File: src/rtl/wash_timer_if.sv
// wash_timer_if -- command/preset/status bundle for the wash countdown timer.
//   tick_in     : divided 1 Hz square wave, asynchronous to clk
//   load        : capture preset_min / preset_sec
//   preset_min  : minute preset (7 bit)
//   preset_sec  : second preset (6 bit)
//   start/pause : begin/resume and suspend the countdown
//   min_out     : remaining minutes (registered)
//   sec_out     : remaining seconds 0..59 (registered)
//   running     : high while counting down
//   done        : one-clk pulse on expiry
// slave = timer side, master = controller/bench side.
interface wash_timer_if;
    logic       tick_in;
    logic       load;
    logic [6:0] preset_min;
    logic [5:0] preset_sec;
    logic       start;
    logic       pause;
    logic [6:0] min_out;
    logic [5:0] sec_out;
    logic       running;
    logic       done;

    modport slave (
        input  tick_in, load, preset_min, preset_sec, start, pause,
        output min_out, sec_out, running, done
    );

    modport master (
        output tick_in, load, preset_min, preset_sec, start, pause,
        input  min_out, sec_out, running, done
    );
endinterface

File: src/rtl/wash_timer.sv
// wash_timer -- MM:SS countdown driven by an external 1 Hz tick.
//   clk  : system clock, all state on rising edge
//   rst  : asynchronous active-high reset
//   bus  : wash_timer_if.slave (commands, presets, count and status)
// Parameter MAX_MIN is the largest loadable minute value.
// Tick path: 2-flop synchronizer, then an edge register that also
// registers the one-clk tick pulse, so a second becomes visible on the
// outputs 3 clk after the first edge that samples tick_in high.
module wash_timer #(
    parameter int MAX_MIN = 99
) (
    input  logic          clk,
    input  logic          rst,
    wash_timer_if.slave   bus
);
    localparam logic [2:0] S_IDLE   = 3'd0;
    localparam logic [2:0] S_LOADED = 3'd1;
    localparam logic [2:0] S_RUN    = 3'd2;
    localparam logic [2:0] S_PAUSED = 3'd3;
    localparam logic [2:0] S_DONE   = 3'd4;

    localparam logic [6:0] MAX_MIN_L = 7'(MAX_MIN);

    logic [2:0] state, state_nxt;
    logic [6:0] min_q, min_nxt, ld_min;
    logic [5:0] sec_q, sec_nxt, ld_sec;
    logic       done_q, done_nxt;
    logic       run_q;
    logic [1:0] sync_q;
    logic       edge_q;
    logic       tick_pulse;

    // Synchronizer and rising-edge detect; tick_pulse is registered
    // so a held-high tick_in yields exactly one pulse.
    always_ff @(posedge clk or posedge rst) begin
        if (rst) begin
            sync_q     <= 2'b00;
            edge_q     <= 1'b0;
            tick_pulse <= 1'b0;
        end else begin
            sync_q     <= {sync_q[0], bus.tick_in};
            edge_q     <= sync_q[1];
            tick_pulse <= sync_q[1] & ~edge_q;
        end
    end

    assign ld_min = (bus.preset_min > MAX_MIN_L) ? MAX_MIN_L : bus.preset_min;
    assign ld_sec = (bus.preset_sec > 6'd59)     ? 6'd59     : bus.preset_sec;

    always_comb begin
        state_nxt = state;
        min_nxt   = min_q;
        sec_nxt   = sec_q;
        done_nxt  = 1'b0;
        if (bus.load && state != S_RUN) begin
            min_nxt   = ld_min;
            sec_nxt   = ld_sec;
            state_nxt = (ld_min == 7'd0 && ld_sec == 6'd0) ? S_IDLE : S_LOADED;
        end else begin
            case (state)
                S_LOADED, S_PAUSED: begin
                    if (bus.start) state_nxt = S_RUN;
                end
                S_RUN: begin
                    // Guard against 00:00 so the count can never wrap.
                    if (tick_pulse && (min_q != 7'd0 || sec_q != 6'd0)) begin
                        if (sec_q != 6'd0) begin
                            sec_nxt = sec_q - 6'd1;
                        end else begin
                            min_nxt = min_q - 7'd1;
                            sec_nxt = 6'd59;
                        end
                        if (min_q == 7'd0 && sec_q == 6'd1) begin
                            state_nxt = S_DONE;
                            done_nxt  = 1'b1;
                        end
                    end
                    // Expiry outranks a coincident pause.
                    if (state_nxt != S_DONE && bus.pause) state_nxt = S_PAUSED;
                end
                default: ;
            endcase
        end
    end

    always_ff @(posedge clk or posedge rst) begin
        if (rst) begin
            state  <= S_IDLE;
            min_q  <= 7'd0;
            sec_q  <= 6'd0;
            done_q <= 1'b0;
            run_q  <= 1'b0;
        end else begin
            state  <= state_nxt;
            min_q  <= min_nxt;
            sec_q  <= sec_nxt;
            done_q <= done_nxt;
            run_q  <= (state_nxt == S_RUN);
        end
    end

    assign bus.min_out = min_q;
    assign bus.sec_out = sec_q;
    assign bus.running = run_q;
    assign bus.done    = done_q;
endmodule

File: src/flat_wrapper.sv
// flat-port wrapper written by rule: the top's interface ports become plain ports
module wash_timer_flat 
#(
    parameter int MAX_MIN = 99
)
  (clk, rst, bus_tick_in, bus_load, bus_preset_min, bus_preset_sec, bus_start, bus_pause, bus_min_out, bus_sec_out, bus_running, bus_done);
  wash_timer_if bus_i ();
  input  logic clk;
  input  logic rst;
  input wire logic [$bits(bus_i.tick_in)-1:0] bus_tick_in;
  input wire logic [$bits(bus_i.load)-1:0] bus_load;
  input wire logic [$bits(bus_i.preset_min)-1:0] bus_preset_min;
  input wire logic [$bits(bus_i.preset_sec)-1:0] bus_preset_sec;
  input wire logic [$bits(bus_i.start)-1:0] bus_start;
  input wire logic [$bits(bus_i.pause)-1:0] bus_pause;
  output wire logic [$bits(bus_i.min_out)-1:0] bus_min_out;
  output wire logic [$bits(bus_i.sec_out)-1:0] bus_sec_out;
  output wire logic [$bits(bus_i.running)-1:0] bus_running;
  output wire logic [$bits(bus_i.done)-1:0] bus_done;
  assign bus_i.tick_in = bus_tick_in;
  assign bus_i.load = bus_load;
  assign bus_i.preset_min = bus_preset_min;
  assign bus_i.preset_sec = bus_preset_sec;
  assign bus_i.start = bus_start;
  assign bus_i.pause = bus_pause;
  assign bus_min_out = bus_i.min_out;
  assign bus_sec_out = bus_i.sec_out;
  assign bus_running = bus_i.running;
  assign bus_done = bus_i.done;
  wash_timer #(.MAX_MIN(MAX_MIN)) u_core (.clk(clk), .rst(rst), .bus(bus_i));
endmodule
File: config.mk
export PLATFORM = sky130hd
export DESIGN_NAME = wash_timer_flat
export DESIGN_NICKNAME = d
export VERILOG_FILES = /design/src/rtl/wash_timer_if.sv /design/src/rtl/wash_timer.sv /design/src/flat_wrapper.sv
export SDC_FILE = /design/constraint.sdc
export NUM_CORES = 1
export LEC_CHECK = 0
export CAP_MARGIN = 0
export CELL_PAD_IN_SITES_DETAIL_PLACEMENT = 0
export CELL_PAD_IN_SITES_GLOBAL_PLACEMENT = 1
export CORE_MARGIN = 2
export CORE_UTILIZATION = 38
export DETAILED_ROUTE_END_ITERATION = 8
export MAX_ROUTING_LAYER = met4
export PLACE_DENSITY_LB_ADDON = 0.05
export SYNTH_ARGS = -nofsm -noshare
export SYNTH_HDL_FRONTEND = slang
export SYNTH_SLANG_ARGS = --single-unit
File: constraint.sdc
create_clock -name clk -period 2.82 [get_ports clk]
set_input_delay 0.846 -clock clk [delete_from_list [all_inputs] [get_ports clk]]
set_output_delay 0.846 -clock clk [all_outputs]
set_load 0.01 [all_outputs]
; Word level (Yosys, flattened, before mapping)
; Index checks and enable logic that the tools add are counted.
[word_totals]
ff_bits = 22
latch_bits = 0
ramBits = 0
rom_bits = 0
input_bits = 19
wordCells = 61
memories = 0
[classes]
addsub = 2
mul = 0
n_div = 0
n_lt_le_gt_ge = 2
eq_ne = 8
n_shift = 0
mux = 23
n_bitwise = 2
reduce_logical = 16
[op_table]
columns = cell, n
row1 = 2-to-1 mux 7 bit, 5
row2 = 2-to-1 mux 6 bit, 5
row3 = 2-to-1 mux 3 bit, 7
row4 = zero test 7 bit, 2
row5 = "== test 3 x 2 -> 1 bit, second input constant", 3
row6 = "> comparator 7 bit, second input constant", 1
row7 = nonzero test 7 bit, 1
row8 = "subtractor 7 x 1 -> 7 bit, second input constant", 1
row9 = "== test 6 x 1 -> 1 bit, second input constant", 1
row10 = "> comparator 6 bit, second input constant", 1
row11 = zero test 6 bit, 1
row12 = one-hot mux 3 bit (2 select lines), 1
row13 = nonzero test 6 bit, 1
row14 = "subtractor 6 x 1 -> 6 bit, second input constant", 1
row15 = logical AND 1 bit, 5
row16 = 2-to-1 mux 1 bit, 5
row17 = nonzero test 2 bit, 2
row18 = "== test 3 x 1 -> 1 bit, second input constant", 1
row19 = "!= test 3 x 2 -> 1 bit, second input constant", 1
row20 = "!= test 3 bit, second input constant", 1
row21 = AND reduction 3 bit, 1
row22 = "!= test 2 x 1 -> 1 bit, second input constant", 1
row23 = AND reduction 2 bit, 1
row24 = OR reduction 2 bit, 1
row25 = 3 further kinds, 3

; Logic depth before layout (Yosys ltp)
[depth]
depth_word = 12
depth_mapped = 7

; Worst setup path before layout
; No wires, ideal clock.
[synth_timing]
path_kind = register to register
startpoint = register u_core.sec_q[4], in the netlist u_core.bus.sec_out[4]
endpoint = register u_core.min_q[4], in the netlist u_core.bus.min_out[4]
setup_ns = 0.082
t_arrival_ns = 1.867
slack_ns = 0.871
path_stages_with_launch = 5
path_buffers = 0
path_cell_list = dfrtp_1 > or4_4 > a211o_1 > or4_1 > a31oi_1
[synth_between]
elab_chain_len = 5
[synth_rtl]
columns = item, line
row1 = start: declaration, wash_timer.sv:26  ; logic [5:0] sec_q, sec_nxt, ld_sec;
row2 = start signal: assignment, wash_timer.sv:96  ; sec_q <= sec_nxt;
row3 = nonzero test 6 bit *, "wash_timer.sv:66, wash_timer.sv:67"
row4 = logical OR 1 bit, wash_timer.sv:66  ; if (tick_pulse && (min_q != 7'd0 || sec_q != 6'd0)) begin
row5 = logical AND 1 bit, wash_timer.sv:66
row6 = nonzero test 2 bit (no line), n/a
row7 = AND reduction 3 bit (no line) *, n/a
row8 = end signal: assignment, wash_timer.sv:95  ; min_q <= min_nxt;
row9 = end: declaration, wash_timer.sv:25  ; logic [6:0] min_q, min_nxt, ld_min;
; Every way passes the cells marked *; elsewhere a longest branch is shown, timed or not.
; A chain may end at the register's enable or synchronous reset.

; Final worst setup path
[layout_timing]
startpoint = register u_core.sec_q[3], in the netlist u_core.bus.sec_out[3]
endpoint = output bus_sec_out[3]
[layout_rtl]
columns = item, line
row1 = end: declaration, flat_wrapper.sv:17  ; output wire logic [$bits(bus_i.sec_out)-1:0] bus_sec_out;
; No word-level cell between the ends.

==> impl_metrics.yaml <==
outcome:
  outcome: "completed"
placement:
  hpwl_mm: 2.65
  place.port_buffers: 33
  place_inst: 221
  place_congestion: 0.821
logic_synthesis:
  synth_nets: 167
  synth-seq-cells: 22
  synthCells: 144
  syn_area_sq_um: 1300
  ys_top_cells_by_count: "22 x dfrtp_1, 11 x nor3_1, 10 x nand2_1"
  synth_flop_cell: "dfrtp_1"
  synth_top_area_frac: 0.424
  synth_edf_count: 0
  yosysMostFrequentCell: "dfrtp_1"
  synth.distinct_cells: 42
  ys_async_sr_fraction: 1.00
  ys_warn_count: 0
  syn_avg_cell_area_sq_um: 9.01
  synth_top_cells_by_area: "dfrtp_1 42%, nor3_1 4.2%, ha_1 3.9%, a31oi_1 2.9%, nand2_1 2.9%"
  ys_seq_area_frac: 0.424
  synth_top_cell_by_area: "dfrtp_1"
clocking:
  cts_hold_buf: 0
  h-tree-depth: 1
  cts_made_buffers: 3
  root_buffer: "clkbuf_4"
  cts_num_sinks: 22
  clkTransAtPathRegs_ns: 0.13
  clock_path_buffers: 2
  cts_tree: "built"
  ctsResizeCount: 0
  cts_setup_buffers: 0
  clock_latency_ns: 0.32
power:
  power.internal_mw: 0.686
  p_switching_mw: 0.339
  p_leak_nw: 0.687
  power_density_nw_per_um2: 589
  pwr-share-clk: 0.241
  ir_drop_mv: 0.244
  p_comb_frac: 0.327
  seqPwrFrac: 0.432
  power_mw: 1.03
  swShare: 0.331
floorplanning:
  rows: 21
  io_pins: 34
  die_w_microns: 62.4
  fp.dieH_microns: 62.4
  initial_core_util: 0.392
  core_sq_um: 3310
  dieArea_sq_um: 3900
sta:
  slew_headroom: 0.598
  slew_violations: 0
  finalSetupViolCount: 0
  max_slew.worst_pin.slew_ns: 0.597
  timing.final.crit_share: 0.801
  finClkSkew_ns: 0.00303
  final-hold-violation-count: 0
  period_needed_ns: 2.26
  max_freq_mhz: 442
  rsz0062_at_grt: "false"
  setup_tns_ns: 0
drt:
  drt_wl_total_mm: 3.58
  drtIter0Drc: 133
  avgViaCountPerCell: 5.71
  dr.pass1.iters: 4
  wl_per_cell_microns: 15.9
  ant_nets: 0
  drc: 0
  vias: 1284
cells_and_area:
  regArea_sq_um: 551
  area_growth_pct: 34.1
  fillers: 338
  multi_input_area_sq_um: 693
  drive_gt1_frac: 0.0615
  final_cells: 225
  fin_nets: 203
  diodes: 0
global_route:
  antenna_found_initial: 0
  overflow: 0
  first_global_vias: 1268
  grt_max_degree: 23
  grt_usage: 0.201
  grt_pass1_wl_mm: 6.15
worst_setup_path:
  cp_top_family: "buffers and inverters"
  setup.worst_path.class: "reg2out"
  worst_path_max_delay_cell: "clkdlybuf4s50_1"
  path_buf_inv: 1
  crit_fanout: 8
  cp-start-kind: "flip-flop"
  cp_cell_sequence: "clkdlybuf4s50_1"
  slowest_delay_ns: 0.59
  cp.required_ns: 1.97
  crit_arrival_ns: 1.41
  cp-end-kind: "output pin"
worst_hold_path:
  worst_hold_path_type: "reg2reg"
flow_run:
  drv_cap: 0
==> final timing paths <==
check                                 startpoint               endpoint  slack [ns]  depth (start not counted)
setup reg to reg           u_core.bus.sec_out[4]  u_core.bus.min_out[4]        0.60                          4
hold reg to reg                 u_core.sync_q[0]       u_core.sync_q[1]        0.37                          0
hold / removal                  u_core.sync_q[0]       u_core.sync_q[1]        0.37                          0
min in group asynchronous                    rst       u_core.sync_q[0]        0.86                          3
setup / recovery           u_core.bus.sec_out[3]         bus_sec_out[3]        0.56                          1
max in group asynchronous                    rst        u_core.bus.done        1.74                          3
==> per-layer routing <==
layer | vias up | share of wire | GRT usage
li1 | 625 | - | -
met1 | 625 | 0.47 | 0.270
met2 | 28 | 0.49 | 0.325
met3 | 6 | 0.025 | 0.0180
met4 | 0 | 0.010 | 0.0611
met5 | - | 0 | -
==> cells in the final DEF, fill, tap and decap left out, types with 3 or more instances in the layout <==
cell type,netlist,routed
nor4_1,3,3
nor2_1,4,4
or3_1,4,4
buf_4,0,3
a31oi_1,6,6
dfrtp_1,22,22
o31ai_1,3,3
nor3_1,11,11
inv_1,9,9
clkdlybuf4s50_1,0,33
a21oi_1,7,7
nor3b_1,4,4
nand2_1,10,10
nand4_1,4,4
nor2b_1,3,3
ha_1,4,4
or4_1,4,4
o21ai_0,7,7
o21ai_1,4,4
clkbuf_4,0,3
==> cell families after synthesis <==
logic type,count (synthesis),share of synthesized area
AOI/OAI and AO/OA,42,0.213
DFF,22,0.424
and+or+nand+nor,62,0.283
buffers and inverters,14,0.0415
adders and majority gates,4,0.0386
==> area by class of cell <==
cell class	count	area share
multi-input cells	108	0.398
inverters	9	0.0194
clock inverters	1	0.0173
flip-flops and latches	22	0.316
well taps	46	0.0331
repair buffers	36	0.203
clock buffers	3	0.0129
==> through the flow <==
step | worst slack [ns] | hold slack, ns | utilization | area [sq um]
6_report | 0.560 | 0.371 | 0.526 | 1740
2_1_floorplan | 0.871 | 0.331 | - | 1300
3_5_place_dp | 0.337 | 0.344 | 0.510 | 1690
5_1_grt | 0.489 | 0.392 | 0.526 | 1740
4_1_cts | 0.555 | 0.375 | 0.526 | 1740
3_3_place_gp | 0.393 | 0.335 | 0.510 | 1690
==> power groups by stage <==
stage / sequential, mW / clock, mW / combinational, mW
after detailed placement: 0.446 / 0 / 0.336
after floorplan: 0.445 / 0 / 0.163
after global routing: 0.452 / 0.276 / 0.370
after CTS: 0.440 / 0.253 / 0.338
final: 0.443 / 0.247 / 0.335
after global placement: 0.442 / 0 / 0.332
==> registers in the layout (all words and copies together), names as in the netlist <==
| register | flops |
|---|---|
| u_core.bus.sec_out | 6 |
| u_core.tick_pulse | 1 |
| u_core.bus.running | 1 |
| u_core.edge_q | 1 |
| u_core.bus.min_out | 7 |
| u_core.sync_q | 2 |
| u_core.state | 3 |
| u_core.bus.done | 1 |
No activity file was read; power rests on OpenSTA's default activity.
